### src/rtl/div_sequencer.sv
// div_sequencer: multi-cycle restoring divider with pipeline stall control.
// One quotient bit per cycle, MSB first. Results are registered on entry to DONE
// and held until the next completed divide.
// Optional build macro SIGNED_DIV_EN: two's-complement operands, with the
// division run on magnitudes and the sign fixed up combinationally at the output.
//
// state | meaning
// IDLE  | waiting for a Divide opcode; the accept cycle raises stall
// CALC  | one restoring step per cycle, counter WIDTH-1 down to 0
// DONE  | one-cycle write-back strobe, results valid
module div_sequencer #(
  parameter int          WIDTH      = 32,
  parameter logic [3:0]  DIV_OPCODE = 4'b1011
) (
  input  logic             clk,
  input  logic             rst_n,
  input  logic             op_valid,
  input  logic [3:0]       opcode,
  input  logic [WIDTH-1:0] dividend,
  input  logic [WIDTH-1:0] divisor,
  input  logic [3:0]       dest_reg,
  input  logic             flush,
  output logic             stall,
  output logic             busy,
  output logic             result_valid,
  output logic [WIDTH-1:0] quotient,
  output logic [WIDTH-1:0] remainder,
  output logic [3:0]       dest_reg_out,
  output logic             div_by_zero
);

  localparam int CW = (WIDTH > 1) ? $clog2(WIDTH) : 1;

  typedef enum logic [1:0] {IDLE, CALC, DONE} state_t;

  state_t           state, state_nxt;
  logic             accept;
  logic [CW-1:0]    cnt;
  logic [WIDTH:0]   prem;
  logic [WIDTH-1:0] qsh;
  logic [WIDTH-1:0] dsr;
  logic [3:0]       dst;
  logic [WIDTH-1:0] q_out;
  logic [WIDTH-1:0] r_out;
  logic [3:0]       dst_out;
  logic             dbz_out;
  logic [WIDTH-1:0] a_mag;
  logic [WIDTH-1:0] b_mag;
  logic             div_zero;

  logic [WIDTH:0]   shifted;
  logic [WIDTH:0]   diff;
  logic             ge;
  logic [WIDTH:0]   rem_step;
  logic [WIDTH-1:0] q_step;

`ifdef SIGNED_DIV_EN
  logic a_neg, b_neg;
  logic op_nq, op_nr;
  logic out_nq, out_nr;
  assign a_neg = dividend[WIDTH-1];
  assign b_neg = divisor[WIDTH-1];
  // The most-negative value maps onto itself, which is its correct unsigned magnitude.
  assign a_mag = a_neg ? -dividend : dividend;
  assign b_mag = b_neg ? -divisor : divisor;
`else
  assign a_mag = dividend;
  assign b_mag = divisor;
`endif

  assign div_zero = (divisor == '0);

  // Restoring step: shift in next dividend bit, subtract divisor if it fits.
  assign shifted  = {prem[WIDTH-1:0], qsh[WIDTH-1]};
  assign diff     = shifted - {1'b0, dsr};
  assign ge       = (shifted >= {1'b0, dsr});
  assign rem_step = ge ? diff : shifted;
  assign q_step   = {qsh[WIDTH-2:0], ge};

  // Next-state and control outputs; flush overrides every transition.
  always_comb begin
    state_nxt    = state;
    accept       = 1'b0;
    stall        = 1'b0;
    busy         = (state != IDLE);
    result_valid = 1'b0;
    case (state)
      IDLE: begin
        if (op_valid && (opcode == DIV_OPCODE) && !flush && rst_n) begin
          accept    = 1'b1;
          stall     = 1'b1;
          state_nxt = div_zero ? DONE : CALC;
        end
      end
      CALC: begin
        stall = 1'b1;
        if (cnt == '0) state_nxt = DONE;
      end
      DONE: begin
        result_valid = 1'b1;
        state_nxt    = IDLE;
      end
      default: state_nxt = IDLE;
    endcase
    if (flush) state_nxt = IDLE;
    if (!rst_n) stall = 1'b0;
  end

  // State register.
  always_ff @(posedge clk) begin
    if (!rst_n) state <= IDLE;
    else        state <= state_nxt;
  end

  // Operand capture, iteration datapath and held result registers.
  always_ff @(posedge clk) begin
    if (!rst_n) begin
      cnt     <= '0;
      prem    <= '0;
      qsh     <= '0;
      dsr     <= '0;
      dst     <= '0;
      q_out   <= '0;
      r_out   <= '0;
      dst_out <= '0;
      dbz_out <= 1'b0;
`ifdef SIGNED_DIV_EN
      op_nq   <= 1'b0;
      op_nr   <= 1'b0;
      out_nq  <= 1'b0;
      out_nr  <= 1'b0;
`endif
    end else if (accept) begin
      prem <= '0;
      qsh  <= a_mag;
      dsr  <= b_mag;
      dst  <= dest_reg;
      cnt  <= div_zero ? '0 : CW'(WIDTH - 1);
`ifdef SIGNED_DIV_EN
      op_nq <= a_neg ^ b_neg;
      op_nr <= a_neg;
`endif
      if (div_zero) begin
        q_out   <= '1;
        r_out   <= a_mag;
        dst_out <= dest_reg;
        dbz_out <= 1'b1;
`ifdef SIGNED_DIV_EN
        out_nq  <= 1'b0;
        out_nr  <= a_neg;
`endif
      end
    end else if ((state == CALC) && !flush) begin
      prem <= rem_step;
      qsh  <= q_step;
      cnt  <= (cnt == '0) ? '0 : cnt - 1'b1;
      if (cnt == '0) begin
        q_out   <= q_step;
        r_out   <= rem_step[WIDTH-1:0];
        dst_out <= dst;
        dbz_out <= 1'b0;
`ifdef SIGNED_DIV_EN
        out_nq  <= op_nq;
        out_nr  <= op_nr;
`endif
      end
    end
  end

`ifdef SIGNED_DIV_EN
  assign quotient  = out_nq ? -q_out : q_out;
  assign remainder = out_nr ? -r_out : r_out;
`else
  assign quotient  = q_out;
  assign remainder = r_out;
`endif
  assign dest_reg_out = dst_out;
  assign div_by_zero  = dbz_out;

endmodule

### config.mk
export PLATFORM = sky130hd
export DESIGN_NAME = div_sequencer
export DESIGN_NICKNAME = d
export VERILOG_FILES = /design/src/rtl/div_sequencer.sv
export SDC_FILE = /design/constraint.sdc
export NUM_CORES = 1
export LEC_CHECK = 0
export CAP_MARGIN = 20
export CORE_MARGIN = 2
export CORE_UTILIZATION = 45
export DETAILED_ROUTE_END_ITERATION = 16
export PLACE_DENSITY = 0.69
export SLEW_MARGIN = 10
export SYNTH_ARGS = -nofsm -noshare
export SYNTH_HDL_FRONTEND = slang
export SYNTH_SLANG_ARGS = --single-unit
### constraint.sdc
create_clock -name clk -period 8.7 [get_ports clk]
set_input_delay 1.305 -clock clk [delete_from_list [all_inputs] [get_ports clk]]
set_output_delay 1.305 -clock clk [all_outputs]
set_load 0.02 [all_outputs]
==> metrics.cfg <==
[floorplan]
die_w_microns=148.5
row_count=52
initial_utilization_pct=46.14
io_pins=148
fp.coreArea_sq_um=20360
dieArea_sq_um=22050
dieHeight_microns=148.5

[synthesis]
ys.flop_type=dfxtp_1
synth-edff-count=0
synth_top_area_share_pct=37.50
synth.area.top_cells=dfxtp_1 (38%), nand2_1 (7.5%), a21oi_1 (5.3%)
netlist_area_sq_um=9395
avgSynthCellArea_sq_um=7.778
netlist_instances=1208
synth_cell_types=75
async_reset_ff_share_pct=0
synth_top_cell_by_area=dfxtp_1
yosysSeqAreaShare_pct=37.50
ys_ff_latch=176
syn_nets=1318
yosys_warnings=0

[routing]
ant_nets=0
drc=0
vias=9242
drt-initial-drc-count=867
vias_per_cell=5.842
first_pass_iters=5
wl_per_cell_microns=17.68
wl_microns=27980

[sta]
tightestPinTransition_ns=1.031
rsz0062_at_grt=no
final_max_slew_viol_count=0
finalHoldViolCount=0
period_share_pct=50.85
period_needed_ns=4.424
setup_viol=0
tns_ns=0
max_clock_freq_ghz=0.2260
final.setup_skew_ns=0.007651
slew_headroom_pct=31.12

[clock_tree]
clockBufferDepth=2
cts_resized=0
numCtsBuffers=17
cts_root_buffer=clkbuf_16
path_clk_slew_ns=0.07
hold_buffers=0
clock_sinks=176
worstSkewPairLatency_ns=0.43
postCtsSetupBuffers=0
cts_tree=yes
htree_levels=4

[setup_path]
r2r_cells=10
cp_max_fo=5
worstPathRequired_ns=7.39
end_kind=primary output
path_delay_family=buffers and inverters
crit_chain=clkdlybuf4s50_1 -> nor4bb_1 -> nand3_1 -> nor2_1 -> nor2_1 -> nor2_1 -> clkdlybuf4s50_1
critical_path_class=input pin to primary output
cp_num_buf_inv=2
slowest_delay_ns=0.61
crit_top_cell=nor2_1
crit_arrival_ns=3.12
path_depth=7
slowest_stage=clkdlybuf4s50_1
cp-start-kind=input pin

[run]
maxCapViolations=0

[worst_hold_path]
min_path_type=flop to flop
min_path_cells=2

[placement]
dpl-instance-area_sq_um=10960
dp_hpwl_microns=19810
dpl.cell_count=1549
io_buffers=147
gp_congestion=0.9428

[pwr]
swShare_pct=26.47
power_density_nw_per_um2=149.8
p_int_mw=1.270
leakage_nw=4.325
power_frac_comb_pct=9.9
p_seq_share_pct=47.0
p_switching_mw=0.4571
p_clk_share_pct=43.1
max-vdd-ir-drop_uv=129.1
power.total_mw=1.727

[final_layout]
design_area_sq_um=11530
nNetsFinal=1409
drive_gt1_share_pct=5.716
finalNonFillerCells=1582
utilization_pct=56.62
areaGrowthSynthToFinish_pct=22.72
insertedDiodeCount=0

[global_routing]
antenna_found_initial=0
grt_pass1_vias=8320
grt_max_degree=96
gr-total-overflow=0
grt_first_pass_wirelength_microns=44610
gr-usage-all-layers_pct=25.07

[run_status]
outcome=completed

flip-flops by register name (all words and copies together) (netlist names):
| signal | cells |
|---|---|
| qsh | 32 |
| cnt | 5 |
| quotient | 32 |
| remainder | 32 |
| prem | 32 |
| dsr | 32 |
| dest_reg_out | 4 |
| div_by_zero | 1 |
| state | 2 |
| dst | 4 |
cell usage in the layout (no fill, tap or decap), types with 9 or more instances in the layout:
| cell type | instances |
|---|---|
| nor4_1 | 14 |
| clkdlybuf4s50_1 | 147 |
| a31oi_1 | 29 |
| o41ai_1 | 15 |
| mux2i_1 | 18 |
| a211oi_1 | 15 |
| nand3_1 | 25 |
| nor2_1 | 101 |
| dfxtp_1 | 176 |
| nor3_1 | 79 |
| ha_1 | 33 |
| a311oi_1 | 30 |
| o21ai_1 | 9 |
| buf_4 | 11 |
| a21oi_1 | 99 |
| o21ai_0 | 70 |
| inv_1 | 44 |
| xnor2_1 | 20 |
| nand4_1 | 12 |
| and3_1 | 23 |
| clkbuf_16 | 17 |
| nand2_1 | 186 |
worst paths after layout:
kind / endpoint / slack, ns / start
setup / recovery: stall / 4.28 / opcode[1]
hold / removal: dsr[12] / 0.45 / dsr[12]
setup reg to reg: remainder[20] / 5.17 / dsr[1]
hold reg to reg: dsr[12] / 0.45 / dsr[12]
metrics by stage:
step	hold WS [ns]	setup WS, ns
final	0.4544	4.276
after global routing	0.4657	4.092
after CTS	0.4577	4.257
after detailed placement	0.4477	3.957
after global placement	0.4436	4.122
after floorplan	0.4363	5.012
power by group through the flow:
| stage | Clock [mW] | Sequential, mW | Combinational (mW) |
|---|---|---|---|
| 4_1_cts | 0.754 | 0.811 | 0.169 |
| 6_report | 0.744 | 0.811 | 0.172 |
| 2_1_floorplan | 0 | 0.830 | 0.0974 |
| 3_3_place_gp | 0 | 0.830 | 0.168 |
| 5_1_grt | 0.791 | 0.811 | 0.185 |
| 3_5_place_dp | 0 | 0.830 | 0.168 |
synthesized netlist by cell type, types with 9 or more instances:
| master | count |
|---|---|
| a211oi_1 | 15 |
| a21oi_1 | 100 |
| a311oi_1 | 30 |
| a31oi_1 | 29 |
| and3_1 | 23 |
| clkbuf_1 | 69 |
| dfxtp_1 | 176 |
| ha_1 | 33 |
| inv_1 | 45 |
| mux2i_1 | 18 |
| nand2_1 | 187 |
| nand3_1 | 25 |
| nand4_1 | 12 |
| nor2_1 | 103 |
| nor3_1 | 80 |
| nor4_1 | 14 |
| o21ai_0 | 70 |
| o21ai_1 | 9 |
| o41ai_1 | 15 |
| xnor2_1 | 20 |
cells by family (layout without fill, tap and decap cells):
family	count (synthesis)	count (layout)	share of synthesized area [%]
AOI/OAI and AO/OA	341	341	24.25
xor gates and xnor gates	26	26	2.424
adders and majority gates	34	34	4.608
buffers and inverters	132	236	5.713
DFF	176	176	37.50
muxes	19	19	2.038
and+or+nand+nor	480	480	23.47
layer usage:
layer  part of all wire (%)  track usage, %
met1                     47           36.97
met2                     44           38.06
met3                    6.8           3.650
met4                    1.7           7.238
met5                      0               0
worst min-delay path, cell delays in order, from the launching register on:
cell,delay [ns]
dfxtp_1,0.31
nand2_1,0.05
a21oi_1,0.05
cell type report:
| type | instances | area [sq um] |
|---|---|---|
| multi-input combinational | 900 | 5369 |
| tap | 270 | 337.8 |
| sequential | 176 | 3523 |
| clock buffer | 19 | 442.9 |
| clock inverter | 13 | 120.1 |
| inverter | 45 | 171.4 |
| timing repair buffer | 159 | 1565 |
| fill | 1979 | 8835 |
Note: power is estimated with default switching activity, not from simulation.
==> RTL change 1 (same flow settings) <==
Set the parameter `WIDTH` to 64 (it was 32).
--- a/src/rtl/div_sequencer.sv
+++ b/src/rtl/div_sequencer.sv
@@ -9,7 +9,7 @@
 // CALC  | one restoring step per cycle, counter WIDTH-1 down to 0
 // DONE  | one-cycle write-back strobe, results valid
 module div_sequencer #(
-  parameter int          WIDTH      = 32,
+  parameter int          WIDTH      = 64,
   parameter logic [3:0]  DIV_OPCODE = 4'b1011
 ) (
   input  logic             clk,
Ports: changed (resized dividend, divisor, quotient and remainder); port bits go from 148 to 276. The function was not compared with the original's and may differ.
==> RTL change 1 against the original RTL <==
  * Worst setup slack improved by 0.021 ns
  * Wire length up 120%
  * Register-to-register slack worse by 0.85 ns
  * Non-clock buffer count up 134
  * Sequential cell count increased by 161
  * Power up 100%
  * Area after synthesis rose by 94%
  * Combinational power is 130% higher
  * Via count increased by 93%
  * Maximum frequency grew 0.48%
  * Design area rose by 93%
  * Critical path depth up 3
  * Synthesized cell count rose by 94%
==> RTL change 1: results (changes against the original RTL) <==
* Hold Buf Count CTS at 0 (unchanged)
* Pin count of the biggest net entering global routing at 151 (was 96)
* Synth warn at 0 (unchanged)
* TritonCTS buffer count at 37 (was 17)
* Number of port buffers at 275 (was 147)
* Sequential area share after synthesis at 37.0% (was 37.5%)
* Commonest cells in the netlist: nand2_1, dfxtp_1, nor2_1, a21oi_1, nor3_1 (unchanged)
* Initial DRC count at 1555 (was 867)
* Initial antenna violation count at 0 (unchanged)
* Setup Viol. Count Final at 0 (unchanged)
* Setup Skew at 0.0123 ns (was 0.00765 ns)
* Clock root cell: clkbuf_16 (unchanged)
* Ys flop type: dfxtp_1 (unchanged)
* Wire per inst at 20.0 µm (was 17.7 µm)
* Vias in the first global route at 16400 (was 8320)
* Reg clk slew, reported paths at 0.06 ns
* # diodes at 0 (unchanged)
* Post-cts resize count at 0 (unchanged)
* H-tree depth at 2 (was 4)
* Post-synthesis cell type count at 87 (was 75)
* DP HPWL at 44900 µm (was 19800 µm)
* Synth async-reset ratio at 0% (unchanged)
* Net count after synthesis at 2546 (was 1318)
* Worst-Skew Late Latency at 0.55 ns (was 0.43 ns)
* Placement Setup Slack at 3.04 ns (was 3.96 ns)
* Crit-path max FO at 78 (was 5)
* First-pass GRT wire length at 93500 µm (was 44600 µm)
* DRT Pass-1 Iters at 5 (unchanged)
* Slew @ Worst Pin at 1.07 ns (was 1.03 ns)
* Antenna Nets Post-Route at 0 (unchanged)
* Leading post-synthesis cells by cell area: dfxtp_1, nand2_1, a21oi_1 (unchanged)
* Layout cells sized above 1 at 5.49% (was 5.72%)
* Gpl congestion at 0.969 (was 0.943)
* # nets final at 2698 (was 1409)
* Status: completed (unchanged)
* Postcts setup bufs at 0 (unchanged)
* Peak VDD IR at 0.000103 V (was 0.000129 V)
* Critical Path AT at 4.84 ns (was 3.12 ns)
* Vias post-DR at 17800 (was 9242)
* Total Routing Usage GR at 28.2% (was 25.1%)
* Hold Path Class: reg -> reg (unchanged)
* Pleak at 8.70 nW (was 4.32 nW)
* Max Root-Sink Buffers at 3 (was 2)
* Psw at 0.876 mW (was 0.457 mW)
[RTL change 1: layout make-up]
| cell class | count | area, µm² |
|---|---|---|
| Fill cell | 3745 | 17600 |
| Multi-Input combinational cell | 1737 | 10400 |
| Sequential cell | 337 | 6750 |
| Timing Repair Buffer | 293 | 2900 |
| Clock buffer | 54 | 1100 |
| Tap cell | 525 | 657 |
| Inverter | 85 | 327 |
| Clock inverter | 9 | 76.3 |
[RTL change 1: layer usage]
metal / GRT usage (%) / vias up / share of wire (%)
met3: 3.93 / 67 / 7.8
met2: 43.9 / 671 / 44
met4: 6.63 / 0 / 1.9
met5: 0 / - / 0
li1: - / 8608 / -
met1: 41.0 / 8463 / 46
[RTL change 1: critical path, stage by stage]
cell,delay (ns)
clkdlybuf4s50_1,0.44
nor4_1,0.69
nand4_1,0.30
nor4_1,0.60
buf_4,0.27
nand2_1,0.14
nand2_4,0.35
buf_16,0.33
nor2_1,0.08
a2111oi_1,0.31
[RTL change 1: final timing paths]
| kind | start | to | slack [ns] | cells past startpoint |
|---|---|---|---|---|
| max | divisor[14] | remainder[41]$_SDFFE_PN0P_ | 4.30 | 10 |
| min | dsr[41]$_SDFFE_PN0P_ | dsr[41]$_SDFFE_PN0P_ | 0.45 | 2 |
| min reg2reg | dsr[41]$_SDFFE_PN0P_ | dsr[41]$_SDFFE_PN0P_ | 0.45 | 2 |
| max reg2reg | dsr[42]$_SDFFE_PN0P_ | remainder[3]$_SDFFE_PN0P_ | 4.32 | 13 |
[RTL change 1: power by group through the flow]
stage	clock (mW)	sequential, mW	combinational [mW]
after floorplan	0	1.58	0.225
after CTS	1.57	1.55	0.383
after global placement	0	1.58	0.381
after global routing	1.63	1.55	0.414
after detailed placement	0	1.59	0.382
final	1.55	1.55	0.389
[RTL change 1: cells by family after synthesis]
family	share of synthesized area (%)
and+or+nand+nor	24.3
AOI/OAI and AO/OA	22.5
buffers and inverters	5.99
adders and majority gates	4.64
muxes	2.79
xor gates and xnor gates	2.74
DFF	37.0
[RTL change 1: stage by stage]
step	hold WS [ns]	power (mW)	util, %	cells	instance area (µm²)
3_3_place_gp	0.438	1.97	52.8	2976	21000
2_1_floorplan	0.436	1.81	-	2339	18200
5_1_grt	0.472	3.59	55.9	3040	22200
6_report	0.453	3.49	55.9	3040	22200
3_5_place_dp	0.442	1.97	52.8	2976	21000
4_1_cts	0.455	3.50	55.8	3039	22200
==> RTL change 2 (same flow settings) <==
Without the edit above. Encoding of `state_t`: now one-hot (3 bits for 3 states).
--- a/src/rtl/div_sequencer.sv
+++ b/src/rtl/div_sequencer.sv
@@ -31,7 +31,7 @@
 
   localparam int CW = (WIDTH > 1) ? $clog2(WIDTH) : 1;
 
-  typedef enum logic [1:0] {IDLE, CALC, DONE} state_t;
+  typedef enum logic [2:0] {IDLE = 3'b001, CALC = 3'b010, DONE = 3'b100} state_t;
 
   state_t           state, state_nxt;
   logic             accept;
Check against the original RTL: no difference found for any inputs over 4 cycles, from zero or initial values and one cycle with rst_n low; so few cycles prove little.
==> RTL change 2 against the original RTL <==
  * Worst setup slack worse by 0.85 ns
  * Power is 2.2% lower
  * Wire length is 0.52% higher
  * Design area is 2.2% higher
  * Via count is 0.75% higher
  * Die area is 3.0% higher
  * Synthesized cell count is 0.99% higher
  * Cell count is 0.51% higher
  * Area after synthesis is 3.1% higher
  * Sequential cell count is 1 higher
  * Critical path type unchanged
==> RTL change 2: results (changes against the original RTL) <==
* Total Routing Usage GR at 24.5% (was 25.1%)
* Vias post-DR at 9311 (was 9242)
* Vias in the first global route at 8243 (was 8320)
* Initial DRC count at 882 (was 867)
* # clk buffers at 18 (was 19)
* GR Layer Usage met1 at 36.6% (was 37.0%)
* Plain + repair buffers at 161 (was 159)
* Layout cells sized above 1 at 5.32% (was 5.72%)
* Seq cells at 177 (was 176)
* Met2 WL post-DR at 11900 µm (was 12400 µm)
* Metal-1 WL at 13700 µm (was 13200 µm)
* Sequential area share after synthesis at 36.6% (was 37.5%)
* DR WL met3 at 1900 µm (about the same)
* Multi-input combinational gate total at 902 (was 900)
* Number of port buffers at 147 (unchanged)
* Clk cell area share at 4.95% (was 4.88%)
* Placed instance area at 11200 µm² (was 11000 µm²)
* Leading post-synthesis cells by cell area: dfxtp_1, nand2_1, a21boi_0 (was dfxtp_1, nand2_1, a21oi_1)
* Placement Setup Slack at 3.44 ns (was 3.96 ns)
* Reg-to-reg startpoint: state[0]$_SDFFE_PP1P_ (was dsr[1]$_SDFFE_PN0P_)
* Met3 Usage GRT at 4.36% (was 3.65%)
* GR Layer Usage met2 at 36.1% (was 38.1%)
* Max Root-Sink Buffers at 2 (unchanged)
* Critical Path Source: rst_n (was opcode[1])
* Slew headroom at 43.9% (was 31.1%)
* Gpl congestion at 0.934 (was 0.943)
* Hold_sp: dsr[31]$_SDFFE_PN0P_ (was dsr[12]$_SDFFE_PN0P_)
* Pleak at 4.23 nW (was 4.32 nW)
* Non-clock inverters at 43 (was 45)
* DRT Pass-1 Iters at 5 (unchanged)
* Syn_area_per_cell at 7.94 µm² (was 7.78 µm²)
* Min Hold Slack at 0.456 ns (was 0.454 ns)
* Compound-Gate Fraction of Synth Area at 27.2% (was 24.3%)
* Status: completed (unchanged)
* Area of the multi-input gates at 5580 µm² (was 5370 µm²)
* Synth Area in Adders at 4.47% (was 4.61%)
* Fillers at 2036 (was 1979)
* CP max-delay cell: buf_4 (was clkdlybuf4s50_1)
* Reg2reg end: remainder[19]$_SDFFE_PN0P_ (was remainder[20]$_SDFFE_PN0P_)
* Depth of the most critical reg-to-reg path at 9 (was 10)
* Fmax at 190 MHz (was 226 MHz)
* First-pass GRT wire length at 44300 µm (was 44600 µm)
* Worst Hold End: dsr[31]$_SDFFE_PN0P_ (was dsr[12]$_SDFFE_PN0P_)
* Pin count of the biggest net entering global routing at 91 (was 96)
* Psw at 0.434 mW (was 0.457 mW)
* Storage element area at 3540 µm² (was 3520 µm²)
* Setup Skew at 0.0106 ns (was 0.00765 ns)
* Net count after synthesis at 1330 (was 1318)
* Peak VDD IR at 0.000122 V (was 0.000129 V)
* Wire per inst at 17.7 µm (about the same)
* R2R Setup Slk at 5.22 ns (was 5.17 ns)
* Crit-path max FO at 90 (was 5)
* # nets final at 1412 (was 1409)
[RTL change 2: changes by cell type in the layout (fill, tap and decap cells not counted), sizes merged, moves of 12 or more]
cell / delta
o21ai: +12
mux2i: -13
and3: -19
nand4: +19
nand3: +25
a311oi: -30
nand2: -38
a22oi: +40
nor2: -38
o41ai: -16
a21boi: +63
a31oi: -24
a22o: +20
a21oi: -31
[RTL change 2: power by group through the flow]
stage	Clock (mW)	Combinational [mW]	Sequential, mW
floorplan	0	0.0568	0.831
global placement	0	0.116	0.831
detailed placement	0	0.115	0.831
CTS	0.770	0.116	0.812
global route	0.803	0.125	0.812
finish	0.758	0.118	0.812
[RTL change 2: cells by family after synthesis]
logic type / after synthesis
muxes: 10
DFF: 177
adders and majority gates: 34
and+or+nand+nor: 450
AOI/OAI and AO/OA: 388
buffers and inverters: 141
xor gates and xnor gates: 20
